## src/rtl/store_merge_rmw.sv

```systemverilog
// Store merge unit: byte/half/word/dword stores onto a word-wide memory port via read-modify-write.
// Optional alignment check enabled by defining STORE_MERGE_ALIGN_CHK_EN.
module store_merge_rmw #(
  parameter int DATA_W = 32,
  parameter int ADDR_W = 32
) (
  input  logic              clk_i,
  input  logic              rst_ni,
  input  logic              st_valid_i,
  output logic              st_ready_o,
  input  logic [ADDR_W-1:0] st_addr_i,
  input  logic [1:0]        st_size_i,
  input  logic [DATA_W-1:0] st_data_i,
  output logic              st_done_o,
  output logic              st_err_o,
  output logic              mem_req_o,
  output logic              mem_we_o,
  output logic [ADDR_W-1:0] mem_addr_o,
  output logic [DATA_W-1:0] mem_wdata_o,
  input  logic [DATA_W-1:0] mem_rdata_i,
  input  logic              mem_ack_i
);

  localparam int NB    = DATA_W / 8;
  localparam int OFF_W = $clog2(NB);
  localparam logic [1:0] FULL_SZ = (DATA_W == 64) ? 2'd3 : 2'd2;

  localparam logic [2:0] S_IDLE  = 3'd0;
  localparam logic [2:0] S_READ  = 3'd1;
  localparam logic [2:0] S_MERGE = 3'd2;
  localparam logic [2:0] S_WRITE = 3'd3;
  localparam logic [2:0] S_DONE  = 3'd4;

  logic [2:0]        state_q, state_d;
  logic [ADDR_W-1:0] addr_q;
  logic [1:0]        size_q;
  logic [DATA_W-1:0] data_q;
  logic [DATA_W-1:0] mdr_q;
  logic [DATA_W-1:0] wdata_q;
  logic [1:0]        eff_size;
  logic              accept;
  logic              full_st;
  logic [OFF_W-1:0]  off;

  // Offset bits that must be zero for a store of the given size to be naturally aligned.
  function automatic logic [OFF_W-1:0] lane_mask(input logic [1:0] size);
    logic [OFF_W-1:0] m;
    m = '0;
    for (int b = 0; b < OFF_W; b++) begin
      if (b < int'(size)) m[b] = 1'b1;
    end
    return m;
  endfunction

  function automatic logic [DATA_W-1:0] merge_lanes(input logic [DATA_W-1:0] mdr,
                                                    input logic [DATA_W-1:0] data,
                                                    input logic [OFF_W-1:0]  lane_off,
                                                    input logic [1:0]        size);
    logic [DATA_W-1:0] res;
    int lo;
    int hi;
    res = mdr;
    lo  = int'(lane_off);
    hi  = lo + (1 << size);
    for (int i = 0; i < NB; i++) begin
      if (i >= lo && i < hi) res[8*i +: 8] = data[8*(i-lo) +: 8];
    end
    return res;
  endfunction

  // A dword request on a 32-bit port degrades to a word store.
  always_comb begin
    eff_size = st_size_i;
    if (DATA_W == 32 && st_size_i == 2'd3) eff_size = 2'd2;
  end

  assign accept  = st_valid_i && (state_q == S_IDLE);
  assign full_st = (eff_size == FULL_SZ);
  assign off     = addr_q[OFF_W-1:0] & ~lane_mask(size_q);

`ifdef STORE_MERGE_ALIGN_CHK_EN
  logic misalign;
  logic err_q;

  assign misalign = |(st_addr_i[OFF_W-1:0] & lane_mask(eff_size));

  always_ff @(posedge clk_i or negedge rst_ni) begin
    if (!rst_ni) begin
      err_q <= 1'b0;
    end else if (accept) begin
      err_q <= misalign;
    end
  end

  assign st_err_o = err_q && (state_q == S_DONE);
`else
  assign st_err_o = 1'b0;
`endif

  always_comb begin
    state_d = state_q;
    case (state_q)
      S_IDLE: begin
        if (st_valid_i) begin
`ifdef STORE_MERGE_ALIGN_CHK_EN
          if (misalign)     state_d = S_DONE;
          else if (full_st) state_d = S_WRITE;
          else              state_d = S_READ;
`else
          if (full_st) state_d = S_WRITE;
          else         state_d = S_READ;
`endif
        end
      end
      S_READ:  if (mem_ack_i) state_d = S_MERGE;
      S_MERGE: state_d = S_WRITE;
      S_WRITE: if (mem_ack_i) state_d = S_DONE;
      S_DONE:  state_d = S_IDLE;
      default: state_d = S_IDLE;
    endcase
  end

  always_ff @(posedge clk_i or negedge rst_ni) begin
    if (!rst_ni) begin
      state_q <= S_IDLE;
    end else begin
      state_q <= state_d;
    end
  end

  // Request capture; full-width stores load the write word directly and never visit MERGE.
  always_ff @(posedge clk_i or negedge rst_ni) begin
    if (!rst_ni) begin
      addr_q  <= '0;
      size_q  <= '0;
      data_q  <= '0;
      mdr_q   <= '0;
      wdata_q <= '0;
    end else begin
      if (accept) begin
        addr_q <= st_addr_i;
        size_q <= eff_size;
        data_q <= st_data_i;
        if (full_st) wdata_q <= st_data_i;
      end
      if (state_q == S_READ && mem_ack_i) mdr_q <= mem_rdata_i;
      if (state_q == S_MERGE) wdata_q <= merge_lanes(mdr_q, data_q, off, size_q);
    end
  end

  // Outputs decode straight from state so a reset drops mem_req without waiting for a clock.
  assign st_ready_o  = (state_q == S_IDLE);
  assign st_done_o   = (state_q == S_DONE);
  assign mem_req_o   = (state_q == S_READ) || (state_q == S_WRITE);
  assign mem_we_o    = (state_q == S_WRITE);
  assign mem_addr_o  = {addr_q[ADDR_W-1:OFF_W], {OFF_W{1'b0}}};
  assign mem_wdata_o = wdata_q;

endmodule

```

## config.mk

```make
export PLATFORM = sky130hd
export DESIGN_NAME = store_merge_rmw
export DESIGN_NICKNAME = d
export VERILOG_FILES = /design/src/rtl/store_merge_rmw.sv
export SDC_FILE = /design/constraint.sdc
export NUM_CORES = 1
export LEC_CHECK = 0
export BUFFER_PORTS_ARGS = -buffer_cell sky130_fd_sc_hd__buf_4
export CAP_MARGIN = 20
export CORE_MARGIN = 3
export CORE_UTILIZATION = 30
export DETAILED_ROUTE_END_ITERATION = 7
export GPL_TIMING_DRIVEN = 0
export SYNTH_ARGS = -nofsm -noshare
export SYNTH_HDL_FRONTEND = slang
export SYNTH_SLANG_ARGS = --single-unit
export TNS_END_PERCENT = 100
```

## constraint.sdc

```tcl
create_clock -name clk_i -period 5.2 [get_ports clk_i]
set_clock_uncertainty 0.2 [all_clocks]
set_input_delay 1.04 -clock clk_i [delete_from_list [all_inputs] [get_ports clk_i]]
set_output_delay 1.04 -clock clk_i [all_outputs]
set_load 0.03 [all_outputs]
```

**After elaboration in Yosys (flattened, before gate mapping)**

Index checks and enable logic that the tools add are counted.

- Word-level logic and storage cells: 62
- Bits of input ports: 102
- Register bits after elaboration: 133
- Output and inout bits: 69

- Bitwise gates (word level): 2
- Shifts and indexed selects: 5
- Reductions and logical operators: 11
- Muxes and demuxes: 15
- Add/sub/neg operators: 5
- Equal/unequal tests: 9
- $lt $le $gt $ge: 9

Operators by type and width:

| cell | count |
|---|---|
| $shiftx A32 B6 Y8 | 4 |
| $mux W32 | 3 |
| $lt A3 B32 Y1 const A | 2 |
| $add A3 B32 Y32 | 1 |
| $lt A1 B32 Y1 const A | 1 |
| $lt A2 B32 Y1 const A | 1 |
| $mux W8 | 4 |
| $shl A1 B2 Y32 const A | 1 |
| $pmux W3 S4 | 1 |
| $mux W3 | 3 |
| $eq A3 B2 Y1 const B | 2 |
| $sub A1 B2 Y3 const A | 2 |
| $sub A2 B2 Y3 const A | 2 |
| $logic_and A1 B1 Y1 | 5 |
| $eq A2 B2 Y1 const B | 2 |
| $ge A1 B2 Y1 const A | 2 |
| $lt A1 B2 Y1 const A | 2 |
| $mux W2 | 2 |
| $ne A2 B2 Y1 const B | 2 |
| $reduce_bool A2 Y1 | 2 |
| $eq A3 B1 Y1 const B | 1 |
| $eq A3 B3 Y1 const B | 1 |
| $logic_not A3 Y1 | 1 |
| $reduce_and A3 Y1 | 1 |
| other kinds (7) | 8 |

**Depth between registers and ports, before layout**

Gate-level depths: netlist of run 1.

- Depth after elaboration: 9
- Gate-level depth with buffers: 11
- Depth with buffers taken out: 8

**Least setup slack after synthesis of run 1**

OpenSTA, ideal clock, no wires.

- Path type: register to register
- From: reg size_q[0]
- To: reg wdata_q[16], in the netlist mem_wdata_o[16]
- Arrival: 2.689 ns
- Cell stages (with the launch flop): 11
- Required time: 4.872 ns
- Library setup time: 0.128 ns
- Setup slack: 2.184 ns
- Buffers on the path: 4
- Clock period less this slack: 3.016 ns
- Cell sequence: dfrtp_1 -> buf_6 -> nor3b_2 -> buf_6 -> buf_4 -> inv_1 -> ha_1 -> buf_1 -> mux4_2 -> nand2_1 -> a31oi_1

- Word-level cells in the longest chain between the ends: 9
- Elaborated cells between the ends (all ways): 15
- Those cells by class: 2 x add/sub; 4 x order compare; 2 x shift; 4 x mux; 2 x bitwise; 1 x reduce/logical

Ends and longest elaborated chain:

| element | line | source |
|---|---|---|
| start: declaration | 36 | `logic [1:0] size_q;` |
| start signal: assignment | 142 | `size_q <= eff_size;` |
| $lt A1 B2 Y1 | 50 | `if (b < int'(size)) m[b] = 1'b1;` |
| $mux W1 | 50 |  |
| $not A2 Y2 | 79 | `assign off = addr_q[OFF_W-1:0] & ~lane_mask(size_q);` |
| $and A2 B2 Y2 | 79 |  |
| $add A3 B32 Y32 | 64 | `hi = lo + (1 << size);` |
| $lt A3 B32 Y1 | 66 | `if (i >= lo && i < hi) res[8*i +: 8] = data[8*(i-lo) +: 8];` |
| $logic_and A1 B1 Y1 | 66 |  |
| $mux W8 * | 66 |  |
| $mux W32 * | 147 | `if (state_q == S_MERGE) wdata_q <= merge_lanes(mdr_q, data_q, off, size_q);` |
| end signal: assignment | 144 | `if (full_st) wdata_q <= st_data_i;` |
| end signal: assignment | 147 |  |
| end: declaration | 39 | `logic [DATA_W-1:0] wdata_q;` |

Every way passes the cells marked *; elsewhere a longest branch is shown, timed or not.
A chain may end at the register's enable or synchronous reset.

**Worst setup path after layout of run 1**

Ends and elaborated chain as after synthesis.

==> qor.txt, run 1 <==
======================================================================================
Antenna diodes ..........................................................            0
Synthesized instance count ..............................................          695
Synth Flop Type ......................................................... sky130_fd_sc_hd__dfrtp_1
Post-route DRC ..........................................................            0
Placed Cells incl. Taps .................................................         1146
Pin count of the biggest net entering global routing ....................           68
Worst min-delay path class ..............................................   reg -> reg
Final count of hold timing violations ...................................            0
FF+latch count, synth ...................................................          133
Leakage Power ...........................................................      4.37 nW
Number of primary I/O pins ..............................................          171
Worst Reg-to-Reg Cells ..................................................           10
Clock latency on the worst-skew pair ....................................      0.42 ns
Post-CTS Hold Fix Bufs ..................................................            0
Via count of the first global-routing pass ..............................         5635
Asr flop ratio synth ....................................................         100%
Final Instance Count excl. Fillers ......................................         1178
Family with the most delay on the worst path ............................ buffers and inverters
Maximum vdd drop ........................................................       305 uV
Critical Path Fanout Max ................................................           11
Mapped Area .............................................................    6750 um^2
Synth cell types ........................................................           51
Mean instance size in the synthesized netlist ...........................    9.71 um^2
Total buffers and inverters traversed by the critical path ..............            5
Antenna-violating nets left .............................................            0
Endpoint class of the critical path .....................................    flip-flop
Row Count ...............................................................           54
Wire length per cell ....................................................      17.8 um
Clock-pin slew of the registers on the worst-case setup and hold paths ..      0.06 ns
Total Routed Length .....................................................     21000 um
HPWL after DPL ..........................................................     15800 um
Area of the die .........................................................   24300 um^2
Number of levels the H-tree was split into ..............................            4
TritonCTS clock tree ....................................................          yes
Number of pins exceeding their max-slew limit in the final report .......            0
Antenna violations before repair ........................................            0
RSZ-0062 raised after global routing ....................................        false
Worst hold path depth ...................................................            2
CORE AREA ...............................................................   22000 um^2
Port Buffers ............................................................          167
Wire length of the first global-routing pass ............................     32200 um
Global placer's final weighted congestion ...............................        0.886
Number of nets in the layout ............................................          990
Slew margin rel. ........................................................        51.3%
Status .................................................................. finished clean
Count of flip-flops with a built-in enable after synthesis ..............            0
Post-CTS repair timing setup buffer count ...............................            0
Area growth from synthesis to layout ....................................        33.8%
Inserted Clock Buffers ..................................................           17
Required time reported for the critical path endpoint ...................      5.30 ns
Fraction of the yosys area taken by sequential cells ....................        49.3%
Crit path time final ....................................................      3.52 ns
Final number of setup-violating endpoints ...............................            0
Detailed router's first-iteration violation count .......................          461
Buffer depth of the longest clock path ..................................            2
Die H ...................................................................       156 um
Final period util .......................................................        67.8%
Initial cell density of the core ........................................        30.7%
Crit path launch type ...................................................    flip-flop
Accumulated negative setup slack ........................................         0 ns
Via count ...............................................................         5745
Slew @ Worst Pin ........................................................     0.731 ns
F_max ...................................................................    0.284 GHz
Post-detailed-route via-to-cell ratio ...................................         4.88
Fraction of layout instances using a drive strength above 1 .............        34.6%
Congestion Overflow GR ..................................................            0
Yosys warning total .....................................................            0
Critical path depth in cells ............................................           10
Cells along the critical path ........................................... buf_6 -> nor3b_2 -> buf_6 -> buf_4 -> inv_1 -> ha_1 -> buf_1 -> mux4_2 -> nand2_1 -> a31oi_1
Endpoint arrival time on the critical path ..............................      3.62 ns
Die width ...............................................................       156 um
First-pass detailed-route iteration total ...............................            5
Max stage delay on crit path ............................................      0.60 ns
Number of resized instances in the post-cts repair step .................            0
Gr usage total ..........................................................        17.3%
Sink Count ..............................................................          133
Kind of critical path ...................................................   reg -> reg
Cell repeated most along the worst path ................................. sky130_fd_sc_hd__buf_6
Library cell contributing the largest single delay on the critical path . sky130_fd_sc_hd__mux4_2
CTS Root Buffer Type .................................................... sky130_fd_sc_hd__clkbuf_16
Total power density per cell area .......................................  707 nW/um^2
Max-cap check violation count ...........................................            0
======================================================================================
state kept, by name, indices dropped and copies added, names as in the netlist:
name / cells
mdr_q: 32
data_q: 32
size_q: 2
addr_q: 32
mem_wdata_o: 32
state_q: 3
per-layer routing:
metal	wire length, um	GRT usage [%]
met3	1330	4.27
met2	9960	27.8
met4	196	3.66
met1	9480	23.7
met5	0	0
cell families after synthesis:
group	share of synthesized area, %
other cells	0.0556
xor+xnor	0.389
buf+inv	6.90
mux	13.6
simple gates	18.7
fa+ha+maj	0.556
compound gates	10.5
flops	49.3
synth_stat cells, types with 2 or more instances:
library cell | n | area share [%]
sky130_fd_sc_hd__mux2_2 | 35 | 5.8
sky130_fd_sc_hd__a31oi_1 | 8 | 0.74
sky130_fd_sc_hd__nand2b_1 | 2 | 0.19
sky130_fd_sc_hd__ha_1 | 3 | 0.56
sky130_fd_sc_hd__a22oi_1 | 12 | 1.3
sky130_fd_sc_hd__buf_6 | 3 | 0.50
sky130_fd_sc_hd__o221ai_1 | 2 | 0.26
sky130_fd_sc_hd__a21oi_1 | 34 | 2.5
sky130_fd_sc_hd__o21ai_0 | 11 | 0.82
sky130_fd_sc_hd__nand3_1 | 15 | 1.1
sky130_fd_sc_hd__nor2b_1 | 2 | 0.19
sky130_fd_sc_hd__a21o_1 | 2 | 0.22
sky130_fd_sc_hd__dfrtp_1 | 133 | 49
sky130_fd_sc_hd__buf_4 | 34 | 3.8
sky130_fd_sc_hd__nand2_1 | 226 | 13
sky130_fd_sc_hd__buf_2 | 15 | 1.1
sky130_fd_sc_hd__a211oi_1 | 2 | 0.22
sky130_fd_sc_hd__or2_2 | 2 | 0.19
sky130_fd_sc_hd__a211o_1 | 7 | 0.91
sky130_fd_sc_hd__o211ai_1 | 16 | 1.8
sky130_fd_sc_hd__mux2i_1 | 16 | 2.4
sky130_fd_sc_hd__o22ai_1 | 4 | 0.37
sky130_fd_sc_hd__inv_1 | 2 | 0.11
sky130_fd_sc_hd__xor2_1 | 2 | 0.26
sky130_fd_sc_hd__nor2_1 | 28 | 1.6
sky130_fd_sc_hd__mux4_2 | 15 | 5.0
sky130_fd_sc_hd__and2_1 | 3 | 0.28
sky130_fd_sc_hd__and3_1 | 11 | 1.0
sky130_fd_sc_hd__nor3b_1 | 6 | 0.67
sky130_fd_sc_hd__buf_1 | 3 | 0.17
sky130_fd_sc_hd__clkbuf_1 | 21 | 1.2
placed cells by master (no fill, tap or decap), types with 6 or more instances in the layout:
| cell | count |
|---|---|
| sky130_fd_sc_hd__nand2_1 | 226 |
| sky130_fd_sc_hd__nor2_1 | 28 |
| sky130_fd_sc_hd__mux2_2 | 35 |
| sky130_fd_sc_hd__buf_2 | 16 |
| sky130_fd_sc_hd__a21oi_1 | 34 |
| sky130_fd_sc_hd__o21ai_0 | 11 |
| sky130_fd_sc_hd__mux4_2 | 15 |
| sky130_fd_sc_hd__a211o_1 | 7 |
| sky130_fd_sc_hd__and3_1 | 11 |
| sky130_fd_sc_hd__dfrtp_1 | 133 |
| sky130_fd_sc_hd__clkbuf_1 | 23 |
| sky130_fd_sc_hd__nor3b_1 | 6 |
| sky130_fd_sc_hd__a31oi_1 | 8 |
| sky130_fd_sc_hd__buf_4 | 200 |
| sky130_fd_sc_hd__clkbuf_16 | 17 |
| sky130_fd_sc_hd__mux2i_1 | 16 |
| sky130_fd_sc_hd__nand3_1 | 15 |
| sky130_fd_sc_hd__o211ai_1 | 16 |
| sky130_fd_sc_hd__a22oi_1 | 12 |
stage by stage:
stage	setup slack, ns	cell area (um^2)	hold slack [ns]	utilization, %	total power, W
2_1_floorplan	2.18	6760	0.247	-	0.00401
3_3_place_gp	1.44	8360	0.258	38.1	0.00506
4_1_cts	1.67	9030	0.279	41.1	0.00644
6_report	1.68	9030	0.274	41.1	0.00639
5_1_grt	1.44	9030	0.295	41.1	0.00681
3_5_place_dp	1.69	8400	0.263	38.2	0.00512
worst paths after layout:
| kind | endpoint | slack (ns) | from |
|---|---|---|---|
| setup / recovery | mem_wdata_o[16]$_DFFE_PN0P_ | 1.68 | size_q[0]$_DFFE_PN0P_ |
| hold / removal | addr_q[3]$_DFFE_PN0P_ | 0.27 | addr_q[3]$_DFFE_PN0P_ |
| setup reg to reg | mem_wdata_o[16]$_DFFE_PN0P_ | 1.68 | size_q[0]$_DFFE_PN0P_ |
| hold reg to reg | addr_q[3]$_DFFE_PN0P_ | 0.27 | addr_q[3]$_DFFE_PN0P_ |
| max in group asynchronous | addr_q[0]$_DFFE_PN0P_ | 3.61 | rst_ni |
| min in group asynchronous | mdr_q[11]$_DFFE_PN0P_ | 0.42 | rst_ni |
where the power goes:
group	total, W	switching (W)	internal [W]
combinational	0.00317	0.00183	0.00134
clock	0.00130	0.000465	0.000830
sequential	0.00193	0.000383	0.00155
total	0.00639	0.00268	0.00371
cell type report:
| cell class | count | area, um^2 |
|---|---|---|
| buffer | 76 | 454 |
| clock buffer | 21 | 460 |
| clock inverter | 11 | 175 |
| fill | 2230 | 12900 |
| inverter | 3 | 11.3 |
| multi-input combinational | 485 | 2960 |
| sequential | 133 | 3330 |
| tap | 280 | 350 |
| timing repair buffer | 169 | 1290 |
worst min-delay path, cell delays in order (launching register included):
cell                      delay [ns]
sky130_fd_sc_hd__dfrtp_1        0.34
sky130_fd_sc_hd__nand2_1        0.05
sky130_fd_sc_hd__nand2_1        0.05
Power figures use the tool's default switching activity.
==> run 2, diff against run 1 <==
Clock period 5.2 ns to 3.64 ns, I/O delays scaled along.
==> run 2 against run 1 <==
  * Flip-flop and latch count unchanged
  * Register-to-register slack got worse by 1.3 ns
  * Combinational power rose by 43%
  * Design area hardly changed
  * Clock-buffer cell count unchanged
  * Maximum frequency rose by 8.2%
  * Sequential power is 43% higher
  * Total power grew 43%
  * Critical endpoint unchanged
  * Largest cell class unchanged
  * Largest power group unchanged
==> qor.txt, run 2 (synthesis results as in run 1) <==
======================================================================================
Status .................................................................. finished clean
Gr usage total ..........................................................        17.3%
First-pass detailed-route iteration total ...............................            4
CORE AREA ...............................................................   22000 um^2
RSZ-0062 raised after global routing ....................................        false
Max-cap check violation count ...........................................            0
Placed Cells incl. Taps .................................................         1146
Wire length per cell ....................................................      17.7 um
Cells along the critical path ........................................... clkbuf_1 -> clkbuf_1 -> xnor2_1 -> nor2_1 -> ha_1 -> nor2b_1 -> o31ai_1 -> a211oi_1 -> buf_2 -> nand2_1 -> a31oi_1
Number of nets in the layout ............................................          989
Initial cell density of the core ........................................        30.7%
Clock-pin slew of the registers on the worst-case setup and hold paths ..      0.06 ns
Die H ...................................................................       156 um
Antenna-violating nets left .............................................            0
Number of pins exceeding their max-slew limit in the final report .......            0
Worst min-delay path class ..............................................  in -> async
TritonCTS clock tree ....................................................          yes
Post-CTS repair timing setup buffer count ...............................            0
F_max ...................................................................    0.307 GHz
Required time reported for the critical path endpoint ...................      3.78 ns
Final period util .......................................................        89.5%
Most common cell after layout, fill and taps aside ...................... sky130_fd_sc_hd__nand2_1
Maximum vdd drop ........................................................       436 uV
Congestion Overflow GR ..................................................            0
Leakage Power ...........................................................      4.37 nW
Sw Pwr ..................................................................    0.00381 W
Accumulated negative setup slack ........................................         0 ns
Via count ...............................................................         5729
Area of the die .........................................................   24300 um^2
Total buffers and inverters traversed by the critical path ..............            3
Post-detailed-route via-to-cell ratio ...................................         4.87
Comb power frac .........................................................        49.5%
Port Buffers ............................................................          167
Area growth from synthesis to layout ....................................        33.9%
Number of levels the H-tree was split into ..............................            4
Internal power consumption ..............................................    0.00531 W
Final count of hold timing violations ...................................            0
Reg-to-reg startpoint ................................................... addr_q[1]$_DFFE_PN0P_
Portion of total power attributed to sequential cells ...................        30.2%
Final Instance Count excl. Fillers ......................................         1177
Family with the most delay on the worst path ............................ buffers and inverters
Flop2flop setup slack ...................................................      0.38 ns
Inserted Clock Buffers ..................................................           17
Max stage delay on crit path ............................................      0.55 ns
Die width ...............................................................       156 um
Post-route DRC ..........................................................            0
Critical Path Fanout Max ................................................           10
Fraction of layout instances using a drive strength above 1 .............        34.7%
Via count of the first global-routing pass ..............................         5635
Buffer depth of the longest clock path ..................................            2
Sw Share ................................................................        41.8%
CTS Root Buffer Type .................................................... sky130_fd_sc_hd__clkbuf_16
Crit path launch type ...................................................    flip-flop
Clock latency on the worst-skew pair ....................................      0.42 ns
Detailed router's first-iteration violation count .......................          446
Row Count ...............................................................           54
Proportion of power drawn by the clock network ..........................        20.2%
Cell repeated most along the worst path ................................. sky130_fd_sc_hd__clkbuf_1
Pin count of the biggest net entering global routing ....................           68
Wire length of the first global-routing pass ............................     32200 um
HPWL after DPL ..........................................................     15800 um
Utilization after layout ................................................        41.2%
Total Routed Length .....................................................     20900 um
Antenna violations before repair ........................................            0
Crit path time final ....................................................      3.26 ns
Total power density per cell area ....................................... 1010 nW/um^2
Slew @ Worst Pin ........................................................     0.722 ns
Final number of setup-violating endpoints ...............................            0
Library cell contributing the largest single delay on the critical path . sky130_fd_sc_hd__a211oi_1
Number of primary I/O pins ..............................................          171
Endpoint class of the critical path .....................................    flip-flop
Kind of critical path ...................................................   reg -> reg
Endpoint arrival time on the critical path ..............................      3.40 ns
Most used cells in the layout excluding fill and tap cells .............. 226 x sky130_fd_sc_hd__nand2_1, 200 x sky130_fd_sc_hd__buf_4, 133 x sky130_fd_sc_hd__dfrtp_1
Start point of the critical path ........................................ addr_q[1]$_DFFE_PN0P_
Sink Count ..............................................................          133
Global placer's final weighted congestion ...............................        0.886
Antenna diodes ..........................................................            0
Slew margin rel. ........................................................        51.7%
======================================================================================
## run 2: changes by cell type in the layout (fill, tap and decap cells not counted)
cell	previous run	this run
sky130_fd_sc_hd__nor3b_4	0	1
sky130_fd_sc_hd__buf_1	3	2
sky130_fd_sc_hd__nor3b_2	1	0
## run 2: power by group through the flow
stage	Sequential (W)	Clock (W)	Combinational [W]
finish	0.00276	0.00185	0.00452
global route	0.00285	0.00195	0.00494
CTS	0.00276	0.00189	0.00456
detailed placement	0.00278	0	0.00454
global placement	0.00276	0	0.00446
floorplan	0.00294	0	0.00279
## run 2: worst paths after layout
kind,end,cells after the start
hold reg to reg,addr_q[3]$_DFFE_PN0P_,2
min in group clk_i,addr_q[3]$_DFFE_PN0P_,2
setup / recovery,mem_wdata_o[16]$_DFFE_PN0P_,11
max in group asynchronous,addr_q[0]$_DFFE_PN0P_,2
hold / removal,mdr_q[11]$_DFFE_PN0P_,1
setup reg to reg,mem_wdata_o[16]$_DFFE_PN0P_,11
## run 2: area by class of cell
class | count | area, um^2
repair buffers | 169 | 1290
inverters | 3 | 11.3
flip-flops and latches | 133 | 3330
clock inverters | 11 | 175
plain buffers | 75 | 450
multi-input cells | 485 | 2970
clock buffers | 21 | 460
well taps | 280 | 350
fillers | 2230 | 12900
## run 2: timing repair
action	in CTS	in global routing
endpoints found under the setup margin	0	9
hold buffers	0	0
resized for setup	0	1
## run 2: routing by layer
| layer | GRT usage (%) | vias to the layer above | wire (um) |
|---|---|---|---|
| li1 | - | 2721 | - |
| met1 | 23.7 | 2815 | 9230 |
| met2 | 27.8 | 181 | 10000 |
| met3 | 4.27 | 12 | 1420 |
| met4 | 3.66 | 0 | 191 |
| met5 | 0 | - | 0 |
## run 2: per-stage QoR
step           total power, W  cell area (um^2)  setup WS (ns)  hold slack, ns
3_3_place_gp          0.00722              8360         -0.122           0.258
5_1_grt               0.00974              9040         0.0895           0.159
4_1_cts               0.00921              9030          0.111           0.131
6_report              0.00912              9040          0.381           0.109
2_1_floorplan         0.00573              6760          0.624           0.232
3_5_place_dp          0.00732              8400          0.128           0.263
